===== src/rtl/arm_core_pkg.sv =====
// Shared Thumb definitions: halfword type and the 32-bit instruction prefix test.
package arm_core_pkg;

    localparam int unsigned HW_W = 16;

    // One ring entry: a single Thumb halfword.
    typedef logic [HW_W-1:0] hw_t;

    // A halfword opens a 32-bit Thumb-2 instruction when its top five bits are
    // 11101, 11110 or 11111.
    function automatic logic is_thumb32(input hw_t hw);
        hw_t top;
        top = hw >> 11;
        return (top == 16'h001D) || (top == 16'h001E) || (top == 16'h001F);
    endfunction

endpackage


===== src/rtl/prefetch_hw_ring.sv =====
// Halfword ring buffer: multi-halfword push, 0..2 halfword pop, flush clear.
module prefetch_hw_ring
    import arm_core_pkg::*;
#(
    parameter int unsigned DEPTH    = 8,
    parameter int unsigned FETCH_HW = 2
) (
    input  logic                          clk_i,
    input  logic                          rst_i,
    input  logic                          clear_i,
    input  logic [$clog2(FETCH_HW+1)-1:0] push_n_i,
    input  logic [FETCH_HW*HW_W-1:0]      push_data_i,
    input  logic [1:0]                    pop_n_i,
    output hw_t                           head_o,
    output hw_t                           head1_o,
    output logic [$clog2(DEPTH):0]        count_o
);

    localparam int unsigned PTR_W  = $clog2(DEPTH);
    localparam int unsigned PUSH_W = $clog2(FETCH_HW + 1);

    logic [PTR_W-1:0] rd_ptr_q, rd_ptr_d;
    logic [PTR_W-1:0] wr_ptr_q, wr_ptr_d;
    logic [PTR_W:0]   count_q, count_d;
    hw_t              mem_q [DEPTH];
    hw_t              mem_d [DEPTH];

    // Next-state: write pushed halfwords lowest-first, advance pointers, clear wins.
    always_comb begin
        mem_d    = mem_q;
        rd_ptr_d = rd_ptr_q;
        wr_ptr_d = wr_ptr_q;
        count_d  = count_q;
        if (clear_i) begin
            rd_ptr_d = '0;
            wr_ptr_d = '0;
            count_d  = '0;
        end else begin
            for (int i = 0; i < FETCH_HW; i++) begin
                if (PUSH_W'(i) < push_n_i) begin
                    mem_d[wr_ptr_q + PTR_W'(i)] = push_data_i[i*HW_W +: HW_W];
                end
            end
            // Pointers are exactly log2(DEPTH) bits, so wrap-around is free.
            wr_ptr_d = wr_ptr_q + PTR_W'(push_n_i);
            rd_ptr_d = rd_ptr_q + PTR_W'(pop_n_i);
            count_d  = count_q + (PTR_W+1)'(push_n_i) - (PTR_W+1)'(pop_n_i);
        end
    end

    // Ring state register.
    always_ff @(posedge clk_i or posedge rst_i) begin
        if (rst_i) begin
            rd_ptr_q <= '0;
            wr_ptr_q <= '0;
            count_q  <= '0;
            for (int i = 0; i < DEPTH; i++) begin
                mem_q[i] <= '0;
            end
        end else begin
            rd_ptr_q <= rd_ptr_d;
            wr_ptr_q <= wr_ptr_d;
            count_q  <= count_d;
            mem_q    <= mem_d;
        end
    end

    assign head_o  = mem_q[rd_ptr_q];
    assign head1_o = mem_q[rd_ptr_q + PTR_W'(1)];
    assign count_o = count_q;

endmodule


===== src/rtl/thumb_prefetch_buf.sv =====
// Thumb-2 prefetch unit: credit-limited fetch, halfword ring, 16/32-bit assembly.
module thumb_prefetch_buf
    import arm_core_pkg::*;
#(
    parameter int unsigned DEPTH    = 8,
    parameter int unsigned FETCH_HW = 2,
    parameter int unsigned MAX_OUT  = 2,
    parameter logic [31:0] RESET_PC = 32'h0000_0000
) (
    input  logic                     clk,
    input  logic                     rst,
    output logic                     fetch_req,
    output logic [31:0]              fetch_addr,
    input  logic                     fetch_ack,
    input  logic                     fetch_rvalid,
    input  logic [16*FETCH_HW-1:0]   fetch_rdata,
    output logic                     inst_valid,
    input  logic                     inst_ready,
    output logic [31:0]              inst,
    output logic                     inst_is32,
    output logic [31:0]              inst_pc,
    input  logic                     flush,
    input  logic [31:0]              flush_pc
);

    localparam int unsigned PTR_W  = $clog2(DEPTH);
    localparam int unsigned PUSH_W = $clog2(FETCH_HW + 1);
    localparam int unsigned OUT_W  = $clog2(MAX_OUT + 1);
    localparam int unsigned SKIP_W = (FETCH_HW > 1) ? $clog2(FETCH_HW) : 1;
    localparam int unsigned BEAT_B = 2 * FETCH_HW;

    // Halfword index of a PC within its beat: leading halfwords to drop.
    function automatic logic [SKIP_W-1:0] skip_of(input logic [31:0] pc);
        return SKIP_W'((pc >> 1) & (FETCH_HW - 1));
    endfunction

    function automatic logic [31:0] beat_align(input logic [31:0] pc);
        return pc & ~(BEAT_B - 1);
    endfunction

    logic [OUT_W-1:0]          out_q, out_d;
    logic [OUT_W-1:0]          disc_q, disc_d;
    logic [SKIP_W-1:0]         skip_q, skip_d;
    logic [31:0]               addr_q, addr_d;
    logic [31:0]               pc_q, pc_d;
    hw_t                       head, head1;
    logic [PTR_W:0]            cnt;
    logic                      head32, accept, keep, pop;
    logic [PUSH_W-1:0]         push_n;
    logic [1:0]                pop_n;
    logic [FETCH_HW*HW_W-1:0]  push_data;

    prefetch_hw_ring #(
        .DEPTH    (DEPTH),
        .FETCH_HW (FETCH_HW)
    ) u_ring (
        .clk_i       (clk),
        .rst_i       (rst),
        .clear_i     (flush),
        .push_n_i    (push_n),
        .push_data_i (push_data),
        .pop_n_i     (pop_n),
        .head_o      (head),
        .head1_o     (head1),
        .count_o     (cnt)
    );

    // Head decode, credit check and ring push/pop control.
    always_comb begin
        head32     = is_thumb32(head);
        inst_valid = ((cnt != '0) && !head32) || ((cnt >= (PTR_W+1)'(2)) && head32);
        inst_is32  = (cnt != '0) && head32;
        inst       = '0;
        if (inst_valid) begin
            inst = head32 ? {head, head1} : {16'h0000, head};
        end
        // Each outstanding beat already has ring space reserved for it.
        fetch_req = !rst && !flush && (32'(out_q) < MAX_OUT)
                    && (32'(cnt) + FETCH_HW * (32'(out_q) + 32'd1) <= DEPTH);
        accept    = fetch_req && fetch_ack;
        keep      = fetch_rvalid && (disc_q == '0) && !flush;
        push_n    = keep ? (PUSH_W'(FETCH_HW) - PUSH_W'(skip_q)) : '0;
        push_data = fetch_rdata >> {skip_q, 4'b0000};
        pop       = inst_valid && inst_ready && !flush;
        pop_n     = pop ? (head32 ? 2'd2 : 2'd1) : 2'd0;
    end

    // Counter, skip and PC next-state; flush takes priority over everything.
    always_comb begin
        out_d  = out_q + OUT_W'(accept) - OUT_W'(fetch_rvalid);
        disc_d = disc_q;
        skip_d = skip_q;
        addr_d = addr_q;
        pc_d   = pc_q;
        if (flush) begin
            // Every beat still in flight after this cycle belongs to the old stream.
            disc_d = out_q - OUT_W'(fetch_rvalid);
            skip_d = skip_of(flush_pc);
            addr_d = beat_align(flush_pc);
            pc_d   = {flush_pc[31:1], 1'b0};
        end else begin
            if (fetch_rvalid && (disc_q != '0)) begin
                disc_d = disc_q - OUT_W'(1);
            end
            if (keep) begin
                skip_d = '0;
            end
            if (accept) begin
                addr_d = addr_q + BEAT_B;
            end
            if (pop) begin
                pc_d = pc_q + (head32 ? 32'd4 : 32'd2);
            end
        end
    end

    // Control state register.
    always_ff @(posedge clk or posedge rst) begin
        if (rst) begin
            out_q  <= '0;
            disc_q <= '0;
            skip_q <= skip_of(RESET_PC);
            addr_q <= beat_align(RESET_PC);
            pc_q   <= RESET_PC;
        end else begin
            out_q  <= out_d;
            disc_q <= disc_d;
            skip_q <= skip_d;
            addr_q <= addr_d;
            pc_q   <= pc_d;
        end
    end

    assign fetch_addr = addr_q;
    assign inst_pc    = pc_q;

endmodule

===== config.mk =====
export PLATFORM = sky130hd
export DESIGN_NAME = thumb_prefetch_buf
export DESIGN_NICKNAME = d
export VERILOG_FILES = /design/src/rtl/arm_core_pkg.sv /design/src/rtl/prefetch_hw_ring.sv /design/src/rtl/thumb_prefetch_buf.sv
export SDC_FILE = /design/constraint.sdc
export NUM_CORES = 1
export LEC_CHECK = 0
export CAP_MARGIN = 20
export CORE_MARGIN = 4
export CORE_UTILIZATION = 55
export DETAILED_ROUTE_END_ITERATION = 12
export PLACE_DENSITY = 0.87
export SYNTH_ARGS = -nofsm -noshare
export SYNTH_HDL_FRONTEND = slang
export SYNTH_SLANG_ARGS = --single-unit

===== constraint.sdc =====
create_clock -name clk -period 8.65 [get_ports clk]
set_input_delay 1.73 -clock clk [delete_from_list [all_inputs] [get_ports clk]]
set_output_delay 1.73 -clock clk [all_outputs]
set_load 0.01 [all_outputs]

==> flow_summary.yaml, run 1 <==
yosys:
  synth_flop_cell: "dfrtp_1"
  synth_area_leader_cell: "dfrtp_1"
  yosysSeqAreaShare: 0.394
  yosysWarnings: 0
  synth_cell_types: 64
  netlist_area_mm2: 0.0129
  synthTopCellsByCount: "dfrtp_1, nor2_1, nand2_1"
  synth_top_area_share: 0.394
  syn_area_per_cell_um2: 9.14
  synthTopCellsByArea: "dfrtp_1, mux4_2, nor2_1"
  synth_cells: 1416
  ys_ff_latch: 204
  synth_edf_count: 0
  async_flop_share: 1.00
critical_path:
  critical_path_class: "reg -> out"
  path_cells: "buf_4 > ha_2 > buf_4 > mux4_2 > nor2b_1 > a211oi_1 > a211oi_1 > clkdlybuf4s50_1"
  arrival_ps: 4850
  cpPeakStageDelay_ps: 760
  critical_path_buf_inv_count: 3
  r2r_cells: 16
  critPathMaxFanout: 46
  crit_path_start_kind: "flip-flop"
  endpoint_kind: "output port"
  cp.required_ps: 6920
  cp_slowest_cell: "ha_2"
  crit_family: "buffers and inverters"
  path_depth: 8
placed_design:
  place_hpwl_mm: 25.9
  port_buffers: 164
  placed_cell_area_mm2: 0.0147
  gp_congestion: 0.958
timing:
  finalSetupViolCount: 0
  rsz0062_at_grt: "false"
  clock_skew_ps: 7.28
  timing.final.crit_share: 0.761
  fmax_ghz: 0.152
  setup_tns_ps: 0
  relSlewSlack: 0.193
  tightestPinTransition_ps: 1200
  maxSlewViolCount: 0
  period_minus_slack_ps: 6580
  finalHoldViolCount: 0
floorplan:
  die_x_um: 161
  floorplan.initialDensity: 0.565
  rows: 55
  io-pin-count: 169
  core_mm2: 0.0229
  die_area_mm2: 0.0261
  die_h_um: 161
power:
  p_leak_nw: 6.20
  powerDensity_mw_per_mm2: 244
  vdd_drop_max_mv: 0.104
finish:
  utilization: 0.676
  nets: 1610
  drive_gt1_frac: 0.106
  antenna_cells: 0
  finish.instance_area_mm2: 0.0155
  syn_to_final_growth_pct: 19.6
  fillCellCount: 1696
  register_area_mm2: 0.00511
  multiInputGateArea_mm2: 0.00729
clock_tree:
  cts-root-buf: "clkbuf_16"
  cts.sink_count: 204
  post-cts-setup-buffers: 0
  path_clk_slew_ps: 60
  cts_tree: "yes"
  clock_latency_ps: 520
  numCtsBuffers: 22
  ctsResizeCount: 0
  cts_htree_levels: 1
  clk_path_buf_depth: 3
  postCtsHoldBufs: 0
route:
  drtPass1Iterations: 6
  viasPerCell: 6.55
  met1_length_mm: 14.9
  vias: 12100
  top_layer: "met5"
  wl_met3_mm: 4.38
  avgRoutedWirePerCell_um: 21.6
  first_iter_violations: 1369
  drcViolationCount: 0
  wl_mm: 39.7
  dr_wl_met2_mm: 19.2
  ant_nets: 0
global_route:
  track_usage: 0.300
  overflow: 0
  antenna_found_initial: 1
  grt_pass1_vias: 12000
  grt_pass1_wl_mm: 63.5
  grt_max_degree: 148
hold_path:
  min_path_cells: 2
  holdCritPathClass: "reg -> reg"
flow_run:
  drv_cap: 0
outcome:
  status: "completed"
## routing by layer
metal,vias to the layer above,GRT usage
met2,842,0.498
met4,2,0.111
met5,-,0
li1,5287,-
met1,5807,0.389
met3,129,0.0669
## worst reg2reg max path, cell delays in order, from the launching register on
cell	delay [ps]
dfrtp_1	520
buf_4	360
mux4_2	560
mux2i_1	440
a2111oi_4	120
buf_4	270
nand2_1	670
inv_1	130
nand3_1	180
inv_1	70
fa_1	470
inv_1	70
ha_1	300
a21o_1	180
a21oi_1	180
xnor2_1	140
nor2_1	50
## final timing paths
kind / from / to / slack [ps]
worst max-delay path: u_ring.rd_ptr_q[0] / inst[7] / 2070
worst min-delay path: u_ring.mem_q[91] / u_ring.mem_q[91] / 530
worst max register to register: u_ring.rd_ptr_q[1] / u_ring.count_o[3] / 3790
worst min register to register: u_ring.mem_q[91] / u_ring.mem_q[91] / 530
max in group asynchronous: rst / u_ring.rd_ptr_q[0] / 5800
min in group asynchronous: rst / u_ring.mem_q[60] / 1670
## report_power, final
group          total (mW)  leakage [nW]  switching [mW]  internal, mW
sequential           1.37          2.63           0.211          1.16
clock               0.915         0.344           0.393         0.522
combinational        1.49          3.23           0.782         0.705
## stage by stage
step / hold slack, ps / worst slack [ps] / cells / total power, mW
after floorplan: 475 / 1350 / 1418 / 2.30
after global placement: 492 / 2580 / 1798 / 2.77
after global routing: 545 / 1850 / 1843 / 3.97
after CTS: 522 / 2040 / 1838 / 3.75
final: 527 / 2070 / 1843 / 3.77
after detailed placement: 509 / 2600 / 1798 / 2.84
## cell type report
type | count | share of cell area
clock inverter | 6 | 0.00194
clock buffer | 34 | 0.0424
timing repair buffer | 187 | 0.122
sequential | 204 | 0.330
tap | 313 | 0.0253
multi-input combinational | 1069 | 0.470
inverter | 30 | 0.00792
## sequential cells by signal, summed over array words and instances (netlist names)
signal	count
u_ring.wr_ptr_q	3
u_ring.mem_q	128
u_ring.count_o	4
inst_pc	31
disc_q	2
fetch_addr	30
u_ring.rd_ptr_q	3
skip_q	1
out_q	2
## cells by family (layout without fill, tap and decap cells)
logic type | after synthesis | in the layout | share of synthesized area
AOI/OAI and AO/OA | 365 | 365 | 0.171
xor gates and xnor gates | 37 | 37 | 0.0250
adders and majority gates | 26 | 26 | 0.0286
buffers and inverters | 145 | 257 | 0.0479
DFF | 204 | 204 | 0.394
muxes | 112 | 112 | 0.153
other | 1 | 3 | 0.000290
and+or+nand+nor | 526 | 526 | 0.181
## cells in the final DEF, fill, tap and decap left out, types with 8 or more instances in the layout
cell	instances
clkdlybuf4s50_1	163
nor3_1	15
or3_1	9
mux2_2	14
mux4_2	61
o22ai_1	28
xor2_1	16
inv_1	27
ha_1	19
mux2i_1	32
clkbuf_16	23
a31oi_1	8
a211oi_1	42
nor2_1	201
xnor2_1	20
nand3_1	33
o21ai_0	126
and3_1	13
a21oi_1	113
nand2_1	168
nor2b_1	27
nand4_1	22
buf_4	18
dfrtp_1	203
No activity file was read; power rests on OpenSTA's default activity.
==> run 2, diff against run 1 <==
--- a/config.mk
+++ b/config.mk
@@ -7,9 +7,9 @@
 export LEC_CHECK = 0
 export CAP_MARGIN = 20
 export CORE_MARGIN = 4
-export CORE_UTILIZATION = 55
+export CORE_UTILIZATION = 51
 export DETAILED_ROUTE_END_ITERATION = 12
-export PLACE_DENSITY = 0.87
+export PLACE_DENSITY = 0.85
 export SYNTH_ARGS = -nofsm -noshare
 export SYNTH_HDL_FRONTEND = slang
 export SYNTH_SLANG_ARGS = --single-unit
==> constraint.sdc (replaced) <==
create_clock -name clk -period 5.56 [get_ports clk]
set_input_delay 1.112 -clock clk [delete_from_list [all_inputs] [get_ports clk]]
set_output_delay 1.112 -clock clk [all_outputs]
set_load 0.01 [all_outputs]
==> run 2 against run 1 <==
Compared with the run above:
- clock-buffer cell count shrank 1
- sequential cell count is the same
- global-route usage shrank 2.7 points
- clock skew grew 8.5 ps
- total power grew 56%
- combinational power grew 54%
- highest routed layer unchanged
- critical path depth is the same
- via count is essentially flat
- cell area grew 0.24%
- non-clock buffer count grew 6
- clock power grew 58%
- routed wire length shrank 0.29%
==> flow_summary.yaml, run 2 (synthesis results as in run 1) <==
placed_design:
  place_hpwl_mm: 26.4
  port_buffers: 164
  gp_congestion: 0.928
power:
  fin_total_pwr_mw: 5.90
  p_leak_nw: 6.22
  powerDensity_mw_per_mm2: 380
  vdd_drop_max_mv: 0.169
critical_path:
  cp.required_ps: 4450
  critical_path_class: "reg -> out"
  rr_startpoint: "u_ring.rd_ptr_q[1]"
  path_cells: "mux4_1 > mux2i_4 > a2111oi_4 > inv_4 > a21oi_4 > buf_4 > a211oi_1 > clkdlybuf4s50_1"
  cp_slowest_cell: "dfrtp_1"
  cpPeakStageDelay_ps: 780
  arrival_ps: 4190
  critPathMaxFanout: 31
  r2r_cells: 11
  timing.rr.end: "inst_pc[24]"
  endpoint_kind: "output port"
  crit_path_start_kind: "flip-flop"
  r2r_slack_ps: 1040
timing:
  finalHoldViolCount: 0
  setup_tns_ps: 0
  rsz0062_at_grt: "false"
  tightestPinTransition_ps: 1060
  fmax_ghz: 0.189
  relSlewSlack: 0.295
  finalSetupViolCount: 0
  timing.final.crit_share: 0.953
  period_minus_slack_ps: 5300
  clock_skew_ps: 15.8
  maxSlewViolCount: 0
clock_tree:
  clk_path_buf_depth: 3
  cts_htree_levels: 1
  cts_tree: "yes"
  clock_latency_ps: 530
  path_clk_slew_ps: 60
  cts.sink_count: 204
  cts-root-buf: "clkbuf_16"
  ctsResizeCount: 0
  post-cts-setup-buffers: 0
  numCtsBuffers: 23
  postCtsHoldBufs: 0
route:
  avgRoutedWirePerCell_um: 21.2
  vias: 12100
  wl_mm: 39.6
  ant_nets: 0
  viasPerCell: 6.46
  drtPass1Iterations: 8
  first_iter_violations: 1820
  drcViolationCount: 0
finish:
  nets: 1617
  final_common_cell: "dfrtp_1"
  layout_common_cells: "dfrtp_1, nor2_1, nand2_1, clkdlybuf4s50_1, o21ai_0"
  syn_to_final_growth_pct: 19.9
  drive_gt1_frac: 0.111
  antenna_cells: 0
  regMostFlops: "u_ring.mem_q"
  largest_register_ffs: 128
global_route:
  grt_pass1_wl_mm: 62.7
  grt_max_degree: 140
  antenna_found_initial: 1
  grt_pass1_vias: 11800
  overflow: 0
  track_usage: 0.273
floorplan:
  die_x_um: 167
  core_mm2: 0.0251
  die_area_mm2: 0.0280
  floorplan.initialDensity: 0.516
  io-pin-count: 169
  die_h_um: 167
  rows: 58
hold_path:
  min-delay-start: "u_ring.mem_q[46]"
  min_path_cells: 2
  holdCritPathClass: "reg -> reg"
  holdPathEnd: "u_ring.mem_q[46]"
flow_run:
  drv_cap: 0
outcome:
  status: "completed"
==> run 2: cell count changes in the layout (fill, tap and decap cells not counted) <==
cell / before / now
buf_4: 18 / 23
buf_16: 4 / 0
buf_8: 1 / 4
buf_12: 0 / 2
clkbuf_1: 7 / 5
nor3_2: 1 / 3
nor3_4: 3 / 1
clkbuf_8: 4 / 5
clkinv_2: 6 / 7
clkinvlp_4: 0 / 1
inv_6: 0 / 1
inv_8: 1 / 0
==> run 2: cell type report <==
type                       count  area [um2]
inverter                      30         119
tap                          330         413
multi-input combinational   1069        7270
clock buffer                  33         663
sequential                   204        5110
timing repair buffer         193        1910
fill                        2016        9580
clock inverter                 8        43.8
==> run 2: per-layer routing <==
metal | global-route usage | vias to the layer above | part of all wire
li1 | - | 5308 | -
met1 | 0.359 | 5786 | 0.37
met2 | 0.451 | 846 | 0.48
met3 | 0.0555 | 121 | 0.11
met4 | 0.103 | 2 | 0.036
met5 | 0 | - | 0.00050
==> run 2: through the flow <==
step | std cells | utilization | setup WS, ps | cell area (um2) | hold slack, ps
final | 1867 | 0.618 | 259 | 15500 | 526
after global routing | 1867 | 0.618 | 207 | 15500 | 539
after CTS | 1862 | 0.616 | 335 | 15500 | 523
after detailed placement | 1821 | 0.588 | 914 | 14800 | 509
after global placement | 1821 | 0.588 | 969 | 14800 | 492
after floorplan | 1418 | - | 1760 | 13000 | 475
==> run 2: worst max path at each step <==
stage | start | endpoint | slack, ps
finish | u_ring.rd_ptr_q[1] | inst[9] | 260
global route | u_ring.rd_ptr_q[1] | inst[9] | 210
CTS | u_ring.rd_ptr_q[1] | inst[9] | 330
detailed placement | u_ring.rd_ptr_q[1] | inst[9] | 910
global placement | u_ring.rd_ptr_q[1] | inst[15] | 970
floorplan | u_ring.rd_ptr_q[0] | inst_pc[29] | 1760
==> run 2: worst max-delay path, delay by kind of cell, from the launching register on <==
kind,cells,cell delay [ps]
compound gates,3,620
buf+inv,3,1260
flops,1,780
mux,2,1000
==> run 2: power breakdown <==
group / switching, mW / internal [mW]
registers: 0.340 / 1.80
logic: 1.20 / 1.11
clock network: 0.627 / 0.827
==> run 3, diff against run 2 <==
--- a/config.mk
+++ b/config.mk
@@ -6,7 +6,6 @@
 export NUM_CORES = 1
 export LEC_CHECK = 0
 export CAP_MARGIN = 20
-export CORE_MARGIN = 4
 export CORE_UTILIZATION = 51
 export DETAILED_ROUTE_END_ITERATION = 12
 export PLACE_DENSITY = 0.85
==> run 3 against run 2 <==
Compared with the run above:
- sequential power about the same
- combinational power rose by 2%
- non-clock buffer count increased by 1
- sequential cell count unchanged
- total power decreased by 0.34%
- worst setup slack lost 58 ps
- first-iteration DRC count grew 4.9%
- critical path type unchanged
- critical path depth is 1 lower
- die area is 7.0% lower
- fmax down 1.1%
- via count is 0.54% higher
- clock power shrank 3%
==> flow_summary.yaml, run 3 (synthesis results as in run 1) <==
outcome:
  status: "completed"
floorplan:
  floorplan.initialDensity: 0.526
  rows: 57
  core_mm2: 0.0246
  die_h_um: 161
  die_x_um: 161
  io-pin-count: 169
  die_area_mm2: 0.0260
global_route:
  overflow: 0
  grt_pass1_vias: 11400
  antenna_found_initial: 0
  grt_pass1_wl_mm: 61.1
  track_usage: 0.298
  grt_max_degree: 74
clock_tree:
  path_clk_slew_ps: 60
  clk_path_buf_depth: 3
  cts_tree: "yes"
  numCtsBuffers: 23
  clock_latency_ps: 520
  cts_htree_levels: 1
  cts-root-buf: "clkbuf_16"
  postCtsHoldBufs: 0
  cts.sink_count: 204
  post-cts-setup-buffers: 0
timing:
  fmax_ghz: 0.187
  rsz0062_at_grt: "false"
  maxSlewViolCount: 0
  clock_skew_ps: 18.7
  tightestPinTransition_ps: 1150
  finalSetupViolCount: 0
  timing.final.crit_share: 0.964
  setup_tns_ps: 0
  relSlewSlack: 0.229
  finalHoldViolCount: 0
  period_minus_slack_ps: 5360
finish:
  register_area_mm2: 0.00511
  layout_common_cells: "dfrtp_1, nor2_1, nand2_1, clkdlybuf4s50_1, o21ai_0"
  syn_to_final_growth_pct: 19.8
  drive_gt1_frac: 0.108
  multiInputGateArea_mm2: 0.00728
  nets: 1618
  largest_register_ffs: 128
  final_common_cell: "dfrtp_1"
  regMostFlops: "u_ring.mem_q"
  fillCellCount: 1920
  finish.instance_area_mm2: 0.0155
hold_path:
  holdCritPathClass: "reg -> reg"
  min-delay-start: "u_ring.mem_q[11]"
  min_path_cells: 2
  holdPathEnd: "u_ring.mem_q[11]"
critical_path:
  arrival_ps: 4250
  critPathMaxFanout: 31
  r2r_slack_ps: 1080
  critical_path_buf_inv_count: 2
  cpPeakStageDelay_ps: 800
  cp.required_ps: 4450
  path_cells: "mux4_1 > mux2i_4 > a2111oi_4 > inv_4 > a21oi_4 > a211oi_1 > clkdlybuf4s50_1"
  crit_path_start_kind: "flip-flop"
  crit_family: "buffers and inverters"
  endpoint_kind: "output port"
  rr_startpoint: "u_ring.rd_ptr_q[1]"
  critical_path_class: "reg -> out"
  r2r_cells: 15
  cp_slowest_cell: "dfrtp_1"
  timing.rr.end: "u_ring.count_o[3]"
placed_design:
  gp_congestion: 0.921
  place_hpwl_mm: 26.4
  placed_cell_area_mm2: 0.0148
  port_buffers: 164
route:
  ant_nets: 0
  viasPerCell: 6.52
  first_iter_violations: 1910
  avgRoutedWirePerCell_um: 21.1
  wl_mm: 39.3
  drtPass1Iterations: 6
  vias: 12100
  drcViolationCount: 0
power:
  vdd_drop_max_mv: 0.214
  p_leak_nw: 6.20
  powerDensity_mw_per_mm2: 379
flow_run:
  drv_cap: 0
## run 3: how the worst max path moves through the flow
stage	to	from	cells past startpoint	slack [ps]
final	inst[15]	u_ring.rd_ptr_q[1]	7	200
after CTS	inst[17]	u_ring.rd_ptr_q[1]	7	190
after floorplan	inst_pc[29]	u_ring.rd_ptr_q[0]	15	1760
after global placement	inst[16]	u_ring.rd_ptr_q[1]	7	820
after detailed placement	inst[17]	u_ring.rd_ptr_q[1]	7	780
after global routing	inst[15]	u_ring.rd_ptr_q[1]	7	120
## run 3: power by group
group          switching, mW  total, mW  internal [mW]
sequential             0.339       2.14           1.80
combinational           1.23       2.34           1.11
clock                  0.609       1.40          0.791
total                   2.18       5.88           3.70
## run 3: metrics by stage
stage	power, mW	utilization	setup WS (ps)	instances	hold slack, ps
5_1_grt	6.18	0.630	123	1860	552
3_5_place_dp	4.44	0.600	776	1817	512
6_report	5.88	0.630	201	1861	532
4_1_cts	5.85	0.627	189	1856	533
3_3_place_gp	4.31	0.600	816	1817	492
2_1_floorplan	3.58	-	1760	1418	475
## run 3: layout make-up
| type | count | share of cell area |
|---|---|---|
| diodes | 1 | 0.000161 |
| well taps | 324 | 0.0261 |
| inverters | 30 | 0.00766 |
| multi-input cells | 1069 | 0.470 |
| clock inverters | 4 | 0.00169 |
| clock buffers | 35 | 0.0413 |
| flip-flops and latches | 204 | 0.329 |
| repair buffers | 194 | 0.124 |
## run 3: what timing repair did
| item | in CTS | in global routing |
|---|---|---|
| setup endpoints to repair | 0 | 2 |
| resized for setup | 0 | 1 |
| endpoints found under the hold margin | 0 | 0 |
## run 3: per-layer routing
metal  wire length [um]  GRT usage  up-vias
met4               1220      0.125        0
met5                  0          0        -
met3               4560     0.0511      127
li1                   -          -     5304
met1              14200      0.389     5832
met2              19300      0.492      865
## run 3: worst reg2reg max path, cell delays in order, from the launching register on
cell       delay, ps
dfrtp_1          800
mux4_1           470
mux2i_4          120
a2111oi_4        470
buf_4            400
nand2_2          350
inv_1            170
nand3_1          140
inv_1            100
fa_1             400
inv_1            110
ha_1             240
a21o_1           170
a21oi_1          180
xnor2_1          150
nor2_1            50
